$ cat config.mk
export PLATFORM = sky130hd
export DESIGN_NAME = uart_phy_flat
export DESIGN_NICKNAME = d
export VERILOG_FILES = /design/src/rtl/uart_phy_if.sv /design/src/rtl/uart_phy.sv /design/src/flat_wrapper.sv
export SDC_FILE = /design/constraint.sdc
export NUM_CORES = 1
export LEC_CHECK = 0
export CORE_AREA = 5 5 101 122
export CTS_CLUSTER_SIZE = 20
export DETAILED_ROUTE_END_ITERATION = 16
export DIE_AREA = 0 0 106 127
export GPL_ROUTABILITY_DRIVEN = 0
export PLACE_DENSITY_LB_ADDON = 0.15
export SYNTH_ARGS = -nofsm -noshare
export SYNTH_HDL_FRONTEND = slang
export SYNTH_SLANG_ARGS = --single-unit
export TNS_END_PERCENT = 5
$ cat constraint.sdc
create_clock -name PCLK -period 6.98 [get_ports PCLK]
set_input_delay 0.698 -clock PCLK [delete_from_list [all_inputs] [get_ports PCLK]]
set_output_delay 0.698 -clock PCLK [all_outputs]
set_load 0.1 [all_outputs]
$ cat src/rtl/uart_phy_if.sv
// uart_phy_if: stream-side handshake bundle for uart_phy.
//   master modport : the stream user (APB register block / testbench)
//   slave  modport : the PHY itself
// Signals:
//   tx_data/tx_valid -> PHY, tx_ready <- PHY      transmit byte stream
//   rx_data/rx_valid <- PHY, rx_ready -> PHY      receive byte stream
//   rx_frame_err/rx_parity_err <- PHY             qualified by rx_valid
//   rx_overrun <- PHY                             one-cycle drop pulse
interface uart_phy_if #(
  parameter int DATA_W = 8
);
  logic [DATA_W-1:0] tx_data;
  logic              tx_valid;
  logic              tx_ready;
  logic [DATA_W-1:0] rx_data;
  logic              rx_valid;
  logic              rx_ready;
  logic              rx_frame_err;
  logic              rx_parity_err;
  logic              rx_overrun;

  modport master (
    output tx_data, tx_valid, rx_ready,
    input  tx_ready, rx_data, rx_valid, rx_frame_err, rx_parity_err, rx_overrun
  );

  modport slave (
    input  tx_data, tx_valid, rx_ready,
    output tx_ready, rx_data, rx_valid, rx_frame_err, rx_parity_err, rx_overrun
  );
endinterface

$ cat src/rtl/uart_phy.sv
// uart_phy: parametrised UART transmitter/receiver.
//   Bit period T = OVS*(baud_div+1) PCLK cycles; baud_div, stop2 and parity
//   settings are captured at the start of each frame.
// Ports:
//   PCLK, PRESETn   clock, async active-low reset
//   baud_div        PCLK cycles per oversample tick, minus 1
//   stop2           0: one stop bit, 1: two stop bits
//   parity_en/odd   parity control (only with UART_PHY_PARITY_EN defined)
//   bus             stream side handshakes (uart_phy_if.slave)
//   Tx              serial output, idles high
//   RX              serial input, asynchronous
// Configuration macro: UART_PHY_PARITY_EN enables the parity bit and the
// parity_en/parity_odd ports; without it the parity path is unreachable and
// rx_parity_err stays 0.
module uart_phy #(
  parameter int DATA_W = 8,
  parameter int OVS    = 16,
  parameter int DIV_W  = 16
) (
  input  logic             PCLK,
  input  logic             PRESETn,
  input  logic [DIV_W-1:0] baud_div,
  input  logic             stop2,
`ifdef UART_PHY_PARITY_EN
  input  logic             parity_en,
  input  logic             parity_odd,
`endif
  uart_phy_if.slave        bus,
  output logic             Tx,
  input  logic             RX
);
  localparam int TW = $clog2(OVS);
  localparam int BW = $clog2(DATA_W + 1);
  localparam logic [TW-1:0] TICK_LAST = TW'(OVS - 1);
  localparam logic [TW-1:0] TICK_HALF = TW'(OVS / 2 - 1);
  localparam logic [BW-1:0] BIT_LAST  = BW'(DATA_W - 1);
  localparam logic [BW-1:0] BIT_ONE   = BW'(1);

  logic cfg_pen, cfg_podd;
`ifdef UART_PHY_PARITY_EN
  assign cfg_pen  = parity_en;
  assign cfg_podd = parity_odd;
`else
  assign cfg_pen  = 1'b0;
  assign cfg_podd = 1'b0;
`endif

  // ---------------------------------------------------------------- TX
  typedef enum logic [2:0] {T_IDLE, T_START, T_DATA, T_PAR, T_STOP} tx_st_e;
  tx_st_e            tst, tst_n;
  logic [DIV_W-1:0]  tpre, tpre_n, tdiv, tdiv_n;
  logic [TW-1:0]     ttick, ttick_n;
  logic [BW-1:0]     tbit, tbit_n;      // data index, or stop index in T_STOP
  logic [DATA_W-1:0] tsh, tsh_n;
  logic              tstop2, tstop2_n, tpen, tpen_n, tpbit, tpbit_n;
  logic              tx_q, tx_n, trdy, trdy_n;
  logic              t_tick, t_end;

  always_comb begin
    tst_n    = tst;
    tpre_n   = tpre;
    ttick_n  = ttick;
    tbit_n   = tbit;
    tsh_n    = tsh;
    tdiv_n   = tdiv;
    tstop2_n = tstop2;
    tpen_n   = tpen;
    tpbit_n  = tpbit;
    tx_n     = tx_q;
    t_tick   = (tpre == tdiv);
    t_end    = t_tick && (ttick == TICK_LAST);
    if (tst != T_IDLE) begin
      tpre_n = t_tick ? '0 : tpre + 1'b1;
      if (t_tick) ttick_n = (ttick == TICK_LAST) ? '0 : ttick + 1'b1;
    end
    case (tst)
      T_START: if (t_end) begin
        tst_n  = T_DATA;
        tbit_n = '0;
        tx_n   = tsh[0];
      end
      T_DATA: if (t_end) begin
        if (tbit == BIT_LAST) begin
          tbit_n = '0;
          if (tpen) begin tst_n = T_PAR;  tx_n = tpbit; end
          else      begin tst_n = T_STOP; tx_n = 1'b1;  end
        end else begin
          tbit_n = tbit + 1'b1;
          tsh_n  = tsh >> 1;
          tx_n   = tsh[1];
        end
      end
      T_PAR: if (t_end) begin
        tst_n = T_STOP;
        tx_n  = 1'b1;
      end
      T_STOP: if (t_end) begin
        if (tstop2 && tbit == '0) tbit_n = BIT_ONE;
        else                      tst_n  = T_IDLE;
      end
      default: ;
    endcase
    // trdy is only high in IDLE or the last stop cycle, so acceptance here
    // overrides the end-of-frame return to IDLE with no idle gap.
    if (bus.tx_valid && trdy) begin
      tst_n    = T_START;
      tpre_n   = '0;
      ttick_n  = '0;
      tsh_n    = bus.tx_data;
      tdiv_n   = baud_div;
      tstop2_n = stop2;
      tpen_n   = cfg_pen;
      tpbit_n  = (^bus.tx_data) ^ cfg_podd;
      tx_n     = 1'b0;
    end
    // Registered ready: look one cycle ahead for the final stop cycle.
    trdy_n = (tst_n == T_IDLE) ||
             (tst_n == T_STOP && (tbit_n == BIT_ONE || !tstop2_n) &&
              tpre_n == tdiv_n && ttick_n == TICK_LAST);
  end

  always_ff @(posedge PCLK or negedge PRESETn) begin
    if (!PRESETn) begin
      tst    <= T_IDLE;
      tpre   <= '0;
      tdiv   <= '0;
      ttick  <= '0;
      tbit   <= '0;
      tsh    <= '0;
      tstop2 <= 1'b0;
      tpen   <= 1'b0;
      tpbit  <= 1'b0;
      tx_q   <= 1'b1;
      trdy   <= 1'b1;
    end else begin
      tst    <= tst_n;
      tpre   <= tpre_n;
      tdiv   <= tdiv_n;
      ttick  <= ttick_n;
      tbit   <= tbit_n;
      tsh    <= tsh_n;
      tstop2 <= tstop2_n;
      tpen   <= tpen_n;
      tpbit  <= tpbit_n;
      tx_q   <= tx_n;
      trdy   <= trdy_n;
    end
  end

  assign Tx           = tx_q;
  assign bus.tx_ready = trdy;

  // ---------------------------------------------------------------- RX
  // rs1 is the synchronised line; rs2 is its previous value for edge detect.
  logic rs0, rs1, rs2;
  always_ff @(posedge PCLK or negedge PRESETn) begin
    if (!PRESETn) begin
      rs0 <= 1'b1;
      rs1 <= 1'b1;
      rs2 <= 1'b1;
    end else begin
      rs0 <= RX;
      rs1 <= rs0;
      rs2 <= rs1;
    end
  end

  typedef enum logic [2:0] {R_IDLE, R_START, R_DATA, R_PAR, R_STOP} rx_st_e;
  rx_st_e            rxs, rxs_n;
  logic [DIV_W-1:0]  rpre, rpre_n, rdiv, rdiv_n;
  logic [TW-1:0]     rtick, rtick_n;
  logic [BW-1:0]     rbit, rbit_n;
  logic [DATA_W-1:0] rsh, rsh_n;
  logic              rpen, rpen_n, rpodd, rpodd_n, rperr, rperr_n;
  logic              r_tick, r_half, r_full, commit;

  always_comb begin
    rxs_n   = rxs;
    rpre_n  = rpre;
    rdiv_n  = rdiv;
    rtick_n = rtick;
    rbit_n  = rbit;
    rsh_n   = rsh;
    rpen_n  = rpen;
    rpodd_n = rpodd;
    rperr_n = rperr;
    commit  = 1'b0;
    r_tick  = (rpre == rdiv);
    r_half  = r_tick && (rtick == TICK_HALF);
    r_full  = r_tick && (rtick == TICK_LAST);
    if (rxs != R_IDLE) begin
      rpre_n = r_tick ? '0 : rpre + 1'b1;
      if (r_tick) rtick_n = (rtick == TICK_LAST) ? '0 : rtick + 1'b1;
    end
    case (rxs)
      R_IDLE: if (rs2 && !rs1) begin
        rxs_n   = R_START;
        rpre_n  = '0;
        rtick_n = '0;
        rdiv_n  = baud_div;
        rpen_n  = cfg_pen;
        rpodd_n = cfg_podd;
        rperr_n = 1'b0;
      end
      // Mid-start sample; restarting the tick count here puts every later
      // sample in the middle of its bit.
      R_START: if (r_half) begin
        rtick_n = '0;
        rbit_n  = '0;
        rxs_n   = rs1 ? R_IDLE : R_DATA;
      end
      R_DATA: if (r_full) begin
        rsh_n = {rs1, rsh[DATA_W-1:1]};
        if (rbit == BIT_LAST) rxs_n  = rpen ? R_PAR : R_STOP;
        else                  rbit_n = rbit + 1'b1;
      end
      R_PAR: if (r_full) begin
        rperr_n = rs1 ^ (^rsh) ^ rpodd;
        rxs_n   = R_STOP;
      end
      R_STOP: if (r_full) begin
        commit = 1'b1;
        rxs_n  = R_IDLE;
      end
      default: ;
    endcase
  end

  always_ff @(posedge PCLK or negedge PRESETn) begin
    if (!PRESETn) begin
      rxs   <= R_IDLE;
      rpre  <= '0;
      rdiv  <= '0;
      rtick <= '0;
      rbit  <= '0;
      rsh   <= '0;
      rpen  <= 1'b0;
      rpodd <= 1'b0;
      rperr <= 1'b0;
    end else begin
      rxs   <= rxs_n;
      rpre  <= rpre_n;
      rdiv  <= rdiv_n;
      rtick <= rtick_n;
      rbit  <= rbit_n;
      rsh   <= rsh_n;
      rpen  <= rpen_n;
      rpodd <= rpodd_n;
      rperr <= rperr_n;
    end
  end

  // Output holding register; a commit while the old character is still
  // pending (and not being taken this cycle) is dropped and flagged.
  logic [DATA_W-1:0] rd_q;
  logic              rv_q, rferr_q, rperr_q, rovr_q, r_acc;
  assign r_acc = rv_q && bus.rx_ready;

  always_ff @(posedge PCLK or negedge PRESETn) begin
    if (!PRESETn) begin
      rd_q    <= '0;
      rv_q    <= 1'b0;
      rferr_q <= 1'b0;
      rperr_q <= 1'b0;
      rovr_q  <= 1'b0;
    end else begin
      rovr_q <= commit && rv_q && !r_acc;
      if (commit && (!rv_q || r_acc)) begin
        rd_q    <= rsh;
        rferr_q <= !rs1;
        rperr_q <= rperr;
        rv_q    <= 1'b1;
      end else if (r_acc) begin
        rv_q <= 1'b0;
      end
    end
  end

  assign bus.rx_data       = rd_q;
  assign bus.rx_valid      = rv_q;
  assign bus.rx_frame_err  = rferr_q;
  assign bus.rx_parity_err = rperr_q;
  assign bus.rx_overrun    = rovr_q;
endmodule

$ cat src/flat_wrapper.sv
// flat-port wrapper written by rule: the top's interface ports become plain ports
module uart_phy_flat 
#(
  parameter int DATA_W = 8,
  parameter int OVS    = 16,
  parameter int DIV_W  = 16
)
  (PCLK, PRESETn, baud_div, stop2, Tx, RX, bus_tx_data, bus_tx_valid, bus_rx_ready, bus_tx_ready, bus_rx_data, bus_rx_valid, bus_rx_frame_err, bus_rx_parity_err, bus_rx_overrun);
  uart_phy_if #(.DATA_W(DATA_W)) bus_i ();
  input  logic PCLK;
  input  logic PRESETn;
  input  logic [DIV_W-1:0] baud_div;
  input  logic stop2;
  output logic Tx;
  input  logic RX;
  input wire logic [$bits(bus_i.tx_data)-1:0] bus_tx_data;
  input wire logic [$bits(bus_i.tx_valid)-1:0] bus_tx_valid;
  input wire logic [$bits(bus_i.rx_ready)-1:0] bus_rx_ready;
  output wire logic [$bits(bus_i.tx_ready)-1:0] bus_tx_ready;
  output wire logic [$bits(bus_i.rx_data)-1:0] bus_rx_data;
  output wire logic [$bits(bus_i.rx_valid)-1:0] bus_rx_valid;
  output wire logic [$bits(bus_i.rx_frame_err)-1:0] bus_rx_frame_err;
  output wire logic [$bits(bus_i.rx_parity_err)-1:0] bus_rx_parity_err;
  output wire logic [$bits(bus_i.rx_overrun)-1:0] bus_rx_overrun;
  assign bus_i.tx_data = bus_tx_data;
  assign bus_i.tx_valid = bus_tx_valid;
  assign bus_i.rx_ready = bus_rx_ready;
  assign bus_tx_ready = bus_i.tx_ready;
  assign bus_rx_data = bus_i.rx_data;
  assign bus_rx_valid = bus_i.rx_valid;
  assign bus_rx_frame_err = bus_i.rx_frame_err;
  assign bus_rx_parity_err = bus_i.rx_parity_err;
  assign bus_rx_overrun = bus_i.rx_overrun;
  uart_phy #(.DATA_W(DATA_W), .OVS(OVS), .DIV_W(DIV_W)) u_core (.PCLK(PCLK), .PRESETn(PRESETn), .baud_div(baud_div), .stop2(stop2), .bus(bus_i), .Tx(Tx), .RX(RX));
endmodule
==> qor.yml <==
run_status:
  outcome: "completed"
clocking:
  cts_tree: "done"
  numClockSinks: 121
  ctsResizeCount: 0
  clockRootBuffer: "clkbuf_16"
  cts_hold_buffers: 0
  cts_buffers: 17
  cts_setup_buffers: 0
  clkTransAtPathRegs_ns: 0.05
  cts_htree_levels: 4
  insertion_delay_ns: 0.41
  clk_path_buf_depth: 2
routing:
  wl_um: 14300
  postRouteAntennaNets: 0
  routed-via-count: 4848
  drc: 0
  drt_iter0_drc: 396
  first_pass_iters: 6
  routed_via_density: 5.93
  wl_per_cell_um: 17.5
power:
  power_frac_comb: 0.144
  power_frac_clock: 0.445
  seqPwrFrac: 0.411
  power_switching_mw: 0.515
  ir_worst_vdd_mv: 0.124
  power_mw: 2.04
  powerDensity_nw_per_um2: 270
  p_sw_frac: 0.253
  p_int_mw: 1.52
  p_leak_nw: 3.32
floorplan:
  die_w_um: 106
  core-area_um2: 10900
  pin_count: 44
  row_count: 42
  die_y_um: 127
  initial_core_util: 0.592
  dieArea_um2: 13500
global_route:
  grt_usage: 0.223
  grt_start_max_net_pins: 77
  grt_pass1_wl_um: 24000
  grt_pass1_vias: 4909
  antenna_found_initial: 0
  overflow: 0
sta:
  finalSetupTns_ns: 0
  final_hold_viol_count: 0
  worst_slack_ns: 3.63
  finalSetupViolCount: 0
  period_share: 0.479
  relSlewSlack: 0.287
  tightest_slew_ns: 1.07
  skew_ns: 0.00788
  fmax_mhz: 299
  timing.hold.ws_ns: 0.355
  period_minus_slack_ns: 3.35
  rsz0062_at_grt: "no"
  finalMaxSlewViolations: 0
cells_and_area:
  n_antenna_cell: 0
  num-nets-final: 710
  drive_gt1_frac: 0.136
  syn_to_final_growth_pct: 16.5
  nFillCells: 849
  finalNonFillerCells: 818
setup_path:
  slowest_delay_ns: 0.95
  critPathBufInv: 0
  critPathArrivalTime_ns: 3.64
  startpoint_type: "flop"
  r2r_setup_slack_ns: 3.63
  cp-end-kind: "flop"
  crit_required_ns: 7.27
  crit_fanout: 10
  cp_top_family: "simple AND/OR/NAND/NOR gates"
  path_class: "reg -> reg"
  ff2ff_path_depth: 6
  cp_slowest_cell: "nor4b_2"
  path_cells: "xnor2_1, nand4_1, nor4_2, nand3_1, nor4b_2, mux2_2"
  path_depth: 6
logic_synthesis:
  synth_edf_count: 0
  synth-compound-area-share: 0.0929
  yosys_warnings: 0
  synth_area_per_cell_um2: 10.2
  synth_top_family_by_area: "simple AND/OR/NAND/NOR gates"
  synth_fp_nets: 672
  synth_top_cell_by_area: "dfrtp_1"
  synthMuxAreaShare: 0.0973
  yosysUniqueCellTypes: 68
  synth_top_area_frac: 0.449
  synthTopCellsByArea: "dfrtp_1 (45%), mux2_2 (6.8%), xnor2_1 (5.3%)"
  ys_ff_latch: 121
  syn_area_um2: 6470
  yosys.area_share.xor_xnor: 0.103
  yosys.area_share.simple: 0.184
  yosysSeqAreaShare: 0.469
  synth_flop_cell: "dfrtp_1"
  async_flop_share: 1.00
  synth_fa_ha_area_frac: 0.0135
  synth_cells: 635
placement:
  dp_slack_ns: 3.36
  hpwl_um: 10100
  dp.cells: 786
  io_buffers: 43
hold_path:
  min_path_cells: 0
  worstHoldPathType: "reg -> reg"
flow_run:
  cap_violations: 0
state kept, by name, indices dropped and copies added, names as in the netlist, 8 cells and up:
name	count
u_core.tpre	16
u_core.tdiv	16
u_core.rsh	8
u_core.rpre	16
u_core.rdiv	16
u_core.bus.rx_data	8
u_core.tsh	8
area by class of cell:
cell class,instances,area [um2],area share
Clock buffer,25,505,0.0671
Clock inverter,7,114,0.0151
Inverter,22,82.6,0.0110
Multi-Input combinational cell,465,3180,0.422
Sequential cell,121,3030,0.403
Tap cell,132,165,0.0219
Timing Repair Buffer,46,450,0.0598
power by group through the flow:
stage	logic, mW	clock network (mW)	registers (mW)
6_report	0.294	0.906	0.836
5_1_grt	0.322	0.955	0.845
4_1_cts	0.297	0.920	0.835
3_5_place_dp	0.291	0	0.845
3_3_place_gp	0.282	0	0.842
2_1_floorplan	0.226	0	0.820
final timing paths:
path	from	end
setup reg to reg	u_core.rpre[1]	u_core.bus.rx_parity_err
hold reg to reg	u_core.rs0	u_core.rs1
max in group asynchronous	PRESETn	u_core.tpre[12]
setup / recovery	u_core.rpre[1]	u_core.bus.rx_parity_err
min in group asynchronous	PRESETn	u_core.rbit[1]
hold / removal	u_core.rs0	u_core.rs1
stage by stage:
step,utilization,area [um2]
after CTS,0.689,7530
after floorplan,-,6470
after global placement,0.633,6910
final,0.689,7530
after global routing,0.689,7530
after detailed placement,0.633,6910
cells in the mapped netlist (4+ instances only):
library cell  number
mux2_2            39
or3_1             10
ha_1               7
nor4_2             6
nand2_1           69
nor4_1             5
nor3_1            16
buf_6              7
xnor2_1           39
clkbuf_1          11
dfrtp_1          116
o21ai_0           22
nor2_1            68
nand4_1           14
nand3_1           21
buf_4              5
inv_1             22
a21oi_1           21
mux2i_1           19
and2_1             5
dfstp_2            5
o31ai_1            4
xor2_1            35
cells in the final DEF, fill, tap and decap left out, types with 19 or more instances in the layout:
cell type,count
xor2_1,35
a21oi_1,21
nor2_1,68
nand3_1,21
xnor2_1,39
dfrtp_1,116
mux2_2,39
clkdlybuf4s50_1,42
inv_1,22
o21ai_0,21
mux2i_1,19
nand2_1,69
worst reg2reg max path, delay by kind of cell, from the launching register on:
| family | cells | cell delay, ns |
|---|---|---|
| flops | 1 | 0.43 |
| xor+xnor | 1 | 0.21 |
| mux | 1 | 0.43 |
| simple gates | 4 | 2.16 |
metal layers:
metal  up-vias  global-route usage  share of wire
met2       137               0.370           0.50
met4         0               0.103          0.029
met3        33              0.0434          0.042
met1      2368               0.284           0.43
li1       2310                   -              -
met5         -                   0              0
cells by family (layout without fill, tap and decap cells):
kind of cell,after synthesis,count (layout)
compound gates,86,86
xor+xnor,75,75
fa+ha+maj,7,7
buf+inv,49,100
flops,121,121
mux,58,58
simple gates,239,239
Note: power is estimated with default switching activity, not from simulation.
